--- src/rtl/jam_pkg.sv ---
// jam_pkg: shared widths, state encoding and cost limits for the JAM cost datapath
package jam_pkg;
  localparam int W_IDX_W = 3;
  localparam int J_IDX_W = 3;
  localparam int COST_W = 7;
  localparam logic [COST_W-1:0] MAX_COST = '1;
  typedef enum logic {S_ARB, S_LOCKED} state_t;
endpackage

--- src/rtl/rr_pick.sv ---
// rr_pick: combinational rotating-priority picker, first req at or above ptr wins (one-hot)
module rr_pick #(
  parameter int N = 2,
  parameter int PW = $clog2(N)
) (
  input  logic [N-1:0]  req,
  input  logic [PW-1:0] ptr,
  output logic [N-1:0]  gnt
);
  logic [2*N-1:0] dbl, back;
  logic [N-1:0] rot, first;
  // rotate so ptr sits at bit 0, isolate lowest set bit, rotate back
  assign dbl = {req, req} >> ptr;
  assign rot = dbl[N-1:0];
  assign first = rot & (~rot + N'(1));
  assign back = {first, first} << ptr;
  assign gnt = back[2*N-1:N];
endmodule

--- src/rtl/jam_cost_arb.sv ---
// jam_cost_arb: round-robin Cost ROM port arbiter with locked bursts
// and a fixed two-cycle response pipeline back to the owning requester.
module jam_cost_arb
  import jam_pkg::*;
#(
  parameter int NREQ = 2,
  parameter int MAX_BURST = 8
) (
  input  logic                      CLK,
  input  logic                      RST,
  input  logic [NREQ-1:0]           req,
  input  logic [NREQ-1:0]           req_lock,
  input  logic [W_IDX_W*NREQ-1:0]   req_w,
  input  logic [J_IDX_W*NREQ-1:0]   req_j,
  output logic [NREQ-1:0]           gnt,
  output logic [W_IDX_W-1:0]        W,
  output logic [J_IDX_W-1:0]        J,
  input  logic [COST_W-1:0]         Cost,
  output logic [NREQ-1:0]           rsp_valid,
  output logic [COST_W-1:0]         rsp_cost,
  output logic                      busy
);
  localparam int PW = $clog2(NREQ);
  state_t state;
  logic [PW-1:0] rr_ptr, owner, win, sel;
  logic [3:0] burst_cnt, cnt_nxt;
  logic [NREQ-1:0] pick, v1;
  logic hold, start_lock;
  rr_pick #(.N(NREQ), .PW(PW)) u_pick (.req(req), .ptr(rr_ptr), .gnt(pick));
  // a locked owner that still requests keeps the port; otherwise normal rotation
  assign hold = (state == S_LOCKED) && req[owner];
  assign gnt = RST ? '0 : hold ? NREQ'(1) << owner : pick;
  assign busy = state == S_LOCKED;
  assign sel = hold ? owner : win;
  assign cnt_nxt = burst_cnt >= 4'(MAX_BURST) ? burst_cnt : burst_cnt + 4'd1;
  assign start_lock = req_lock[win] && (MAX_BURST > 1);
  always_comb begin
    win = '0;
    for (int i = 0; i < NREQ; i++)
      if (pick[i]) win = PW'(i);
  end
  always_ff @(posedge CLK or posedge RST)
    if (RST) begin
      state <= S_ARB;
      rr_ptr <= '0;
      owner <= '0;
      burst_cnt <= '0;
      W <= '0;
      J <= '0;
      v1 <= '0;
      rsp_valid <= '0;
      rsp_cost <= '0;
    end else begin
      v1 <= gnt;
      rsp_valid <= v1;
      if (|v1) rsp_cost <= Cost;
      if (|gnt) begin
        W <= req_w[W_IDX_W*sel +: W_IDX_W];
        J <= req_j[J_IDX_W*sel +: J_IDX_W];
      end
      if (hold) begin
        burst_cnt <= cnt_nxt;
        if (!req_lock[owner] || cnt_nxt >= 4'(MAX_BURST)) state <= S_ARB;
      end else if (|pick) begin
        owner <= win;
        rr_ptr <= (win == PW'(NREQ - 1)) ? '0 : win + PW'(1);
        state <= start_lock ? S_LOCKED : S_ARB;
        if (start_lock) burst_cnt <= 4'd1;
      end else
        state <= S_ARB;
    end
endmodule

--- config.mk ---
export PLATFORM = sky130hd
export DESIGN_NAME = jam_cost_arb
export DESIGN_NICKNAME = d
export VERILOG_FILES = /design/src/rtl/jam_pkg.sv /design/src/rtl/rr_pick.sv /design/src/rtl/jam_cost_arb.sv
export SDC_FILE = /design/constraint.sdc
export NUM_CORES = 1
export LEC_CHECK = 0
export ABC_AREA = 0
export CORE_UTILIZATION = 60
export CTS_CLUSTER_SIZE = 40
export DETAILED_ROUTE_END_ITERATION = 16
export DONT_BUFFER_PORTS = 1
export GPL_ROUTABILITY_DRIVEN = 0
export PLACE_DENSITY_LB_ADDON = 0.15
export SLEW_MARGIN = 40
export SYNTH_ARGS = -nofsm -noshare
export SYNTH_HDL_FRONTEND = slang
export SYNTH_HIERARCHICAL = 1
export SYNTH_SLANG_ARGS = --single-unit
--- constraint.sdc ---
create_clock -name CLK -period 2.85 [get_ports CLK]
set_input_delay 0.57 -clock CLK [delete_from_list [all_inputs] [get_ports CLK]]
set_output_delay 0.57 -clock CLK [all_outputs]
set_load 0.02 [all_outputs]
==> impl_metrics.env <==
export IMPL_place_area_um2=1190
export IMPL_finalHoldViolCount=0
export IMPL_fin_setup_tns_ns=0
export IMPL_numClockSinks=24
export IMPL_yosysTopAreaCell="dfrtp_1"
export IMPL_synth_top_area_share_pct=51.6
export IMPL_ys_ff_latch=24
export IMPL_critical_path_class="flop to output pin"
export IMPL_whs_path_depth=0
export IMPL_setup_violations=0
export IMPL_drive_above_1_share_pct=18.5
export IMPL_synth_flop_cell="dfrtp_1"
export IMPL_cts_buffer_depth=2
export IMPL_area_delta_synth_final_pct=7.85
export IMPL_period_needed_ns=2.49
export IMPL_n_fill_cell=142
export IMPL_postLayoutCellArea_um2=1250
export IMPL_ir_drop_v=0.000745
export IMPL_cts_tree="done"
export IMPL_synth_edf_count=0
export IMPL_synthCells=103
export IMPL_worst_path_stages=5
export IMPL_hold_buffers=1
export IMPL_timing_rr_start="rr_ptr"
export IMPL_hold_slack_ns=0.386
export IMPL_drt_iter0_drc=16
export IMPL_diodes=0
export IMPL_slew_viol_final=0
export IMPL_avgViaCountPerCell=6.28
export IMPL_grt_busiest_layer="met2"
export IMPL_max_freq_mhz=402
export IMPL_cp_max_fo=7
export IMPL_first_pass_iters=4
export IMPL_maxSlewHeadroom_pct=55.7
export IMPL_cpPeakStageDelay_ns=0.55
export IMPL_cp_required_ns=2.28
export IMPL_worstPathCellList="a21boi_0 -> a21oi_1 -> nor2_1 -> a21oi_1 -> nor2_1"
export IMPL_synth_area_leaders="dfrtp_1 (52%), mux2_2 (7.7%), nor3_1 (5.2%), a2111oi_0 (4.5%), nor3b_1 (3.9%)"
export IMPL_r2r_end="J[1]"
export IMPL_cts_resized=0
export IMPL_floorplan_initialDensity_pct=66.0
export IMPL_ys_types=28
export IMPL_rsz0062_at_grt="no"
export IMPL_yosys_warnings=6
export IMPL_gr_total_overflow=0
export IMPL_grt_pass1_vias=729
export IMPL_ys_top_cells_by_count="dfrtp_1 (24), nor3_1 (12), mux2_2 (8)"
export IMPL_cts_setup_buffers=0
export IMPL_grt_use_met3_pct=6.35
export IMPL_post_dp_hpwl_um=1700
export IMPL_r2r_cells=5
export IMPL_antenna_found_initial=0
export IMPL_async_flop_share_pct=100
export IMPL_use_met2_pct=39.2
export IMPL_boundaryPins=43
export IMPL_worstSetupStartpointType="flop"
export IMPL_p_leak_nw=0.542
export IMPL_fp_dieH_um=46.0
export IMPL_crit_slowest_cell="a21boi_0"
export IMPL_postRouteAntennaNets=0
export IMPL_synth_cell_area_um2=1160
export IMPL_h_tree_depth=1
export IMPL_critPathBufInv=0
export IMPL_grt_max_degree=23
export IMPL_worstMarginPinSlew_ns=0.659
export IMPL_synthMostInstantiatedCell="dfrtp_1"
export IMPL_fin_crit_sh_pct=87.3
export IMPL_seqCellArea_um2=601
export IMPL_r2r_setup_slack_ns=0.71
export IMPL_use_met1_pct=27.5
export IMPL_nets=136
export IMPL_grt_use_total_pct=23.1
export IMPL_worstSkewPairLatency_ns=0.32
export IMPL_p_per_area_nw_per_um2=1110
export IMPL_synth_nets=130
export IMPL_whs_endpoint="rsp_valid[1]"
export IMPL_die_w_um=46.0
export IMPL_root_buffer="clkbuf_4"
export IMPL_hold_start="v1[1]"
export IMPL_grt_pass1_wl_um=3370
export IMPL_routed_wl_um=2300
export IMPL_core_um2=1760
export IMPL_dieArea_um2=2120
export IMPL_drc=0
export IMPL_p_total_mw=1.39
export IMPL_fin_skew_ns=0.00473
export IMPL_multiInputGateArea_um2=527
export IMPL_rows=15
export IMPL_path_clk_slew_ns=0.14
export IMPL_cp_end_kind="output pin"
export IMPL_cp_data_arrival_time_ns=1.92
export IMPL_hp_class="flop to flop"
export IMPL_status="finished, final reports clean"
export IMPL_routedWlPerCell_um=17.3
export IMPL_cts_buffers=3
export IMPL_drv_cap=0
export IMPL_io_buffers=0
export IMPL_cpLargestDelayFamily="compound AO/OA/AOI/OAI gates"
export IMPL_vias=835
export IMPL_avgSynthCellArea_um2=11.3
export IMPL_yosysSeqAreaShare_pct=51.6
==> placed cells by master (no fill, tap or decap), types with 2 or more instances in the layout <==
cell,instances
ha_1,2
a21o_1,2
inv_1,5
mux2_2,8
clkbuf_4,3
dfrtp_1,24
a2111oi_0,6
a22oi_1,2
nor2_1,6
o21ai_0,3
nand2_4,2
a21boi_0,2
buf_4,2
nand2_1,2
a21oi_1,6
nor3_1,12
mux2_4,2
a22o_1,2
nor3b_1,6
==> state kept, by name, summed over array words and instances, names as in the netlist <==
| signal | cells |
|---|---|
| owner | 1 |
| W | 3 |
| rsp_valid | 2 |
| rsp_cost | 7 |
| burst_cnt | 4 |
| v1 | 2 |
| busy | 1 |
| rr_ptr | 1 |
| J | 3 |
==> layout make-up <==
type                            count  share of cell area (%)
Clock buffer                        3                    1.79
Clock inverter                      1                    2.39
Inverter                            5                    1.50
Multi-Input combinational cell     72                    42.0
Sequential cell                    24                    47.9
Tap cell                           25                    2.49
Timing Repair Buffer                3                    1.99
==> through the flow <==
| stage | utilization [%] | worst slack (ns) | std cells |
|---|---|---|---|
| final | 71.1 | 0.363 | 133 |
| after detailed placement | 67.6 | 0.557 | 128 |
| after floorplan | - | 0.736 | 103 |
| after global routing | 71.1 | 0.208 | 133 |
| after CTS | 71.1 | 0.375 | 133 |
| after global placement | 67.6 | 0.612 | 128 |
==> how the worst max path moves through the flow <==
stage                     startpoint  endpoint  slack [ns]
after floorplan               req[1]    gnt[1]        0.74
after global placement        req[0]    gnt[0]        0.61
after detailed placement      req[0]    gnt[0]        0.56
after CTS                     rr_ptr    gnt[0]        0.38
after global routing          rr_ptr    gnt[0]        0.21
final                         rr_ptr    gnt[0]        0.36
==> kinds of logic (layout without fill, tap and decap cells) <==
logic type	Yosys count	count (layout)	synth area share, %
AO/OA/AOI/OAI	25	25	14.9
adder cells (fa/ha/maj)	2	2	2.15
buffers and inverters	7	12	3.12
flip-flops	24	24	51.6
multiplexers	11	11	11.2
AND/OR/NAND/NOR	34	34	17.0
==> routing by layer <==
| metal | vias to the layer above | wire [um] |
|---|---|---|
| met2 | 32 | 1180 |
| met3 | 4 | 169 |
| met4 | 0 | 42 |
| met5 | - | 0 |
| li1 | 388 | - |
| met1 | 411 | 908 |
==> where the power goes <==
part	internal, mW	switching [mW]	leakage, nW
clock	0.142	0.105	0.0279
sequential	0.488	0.263	0.285
combinational	0.197	0.200	0.229
total	0.827	0.567	0.542
No activity file was read; power rests on OpenSTA's default activity.
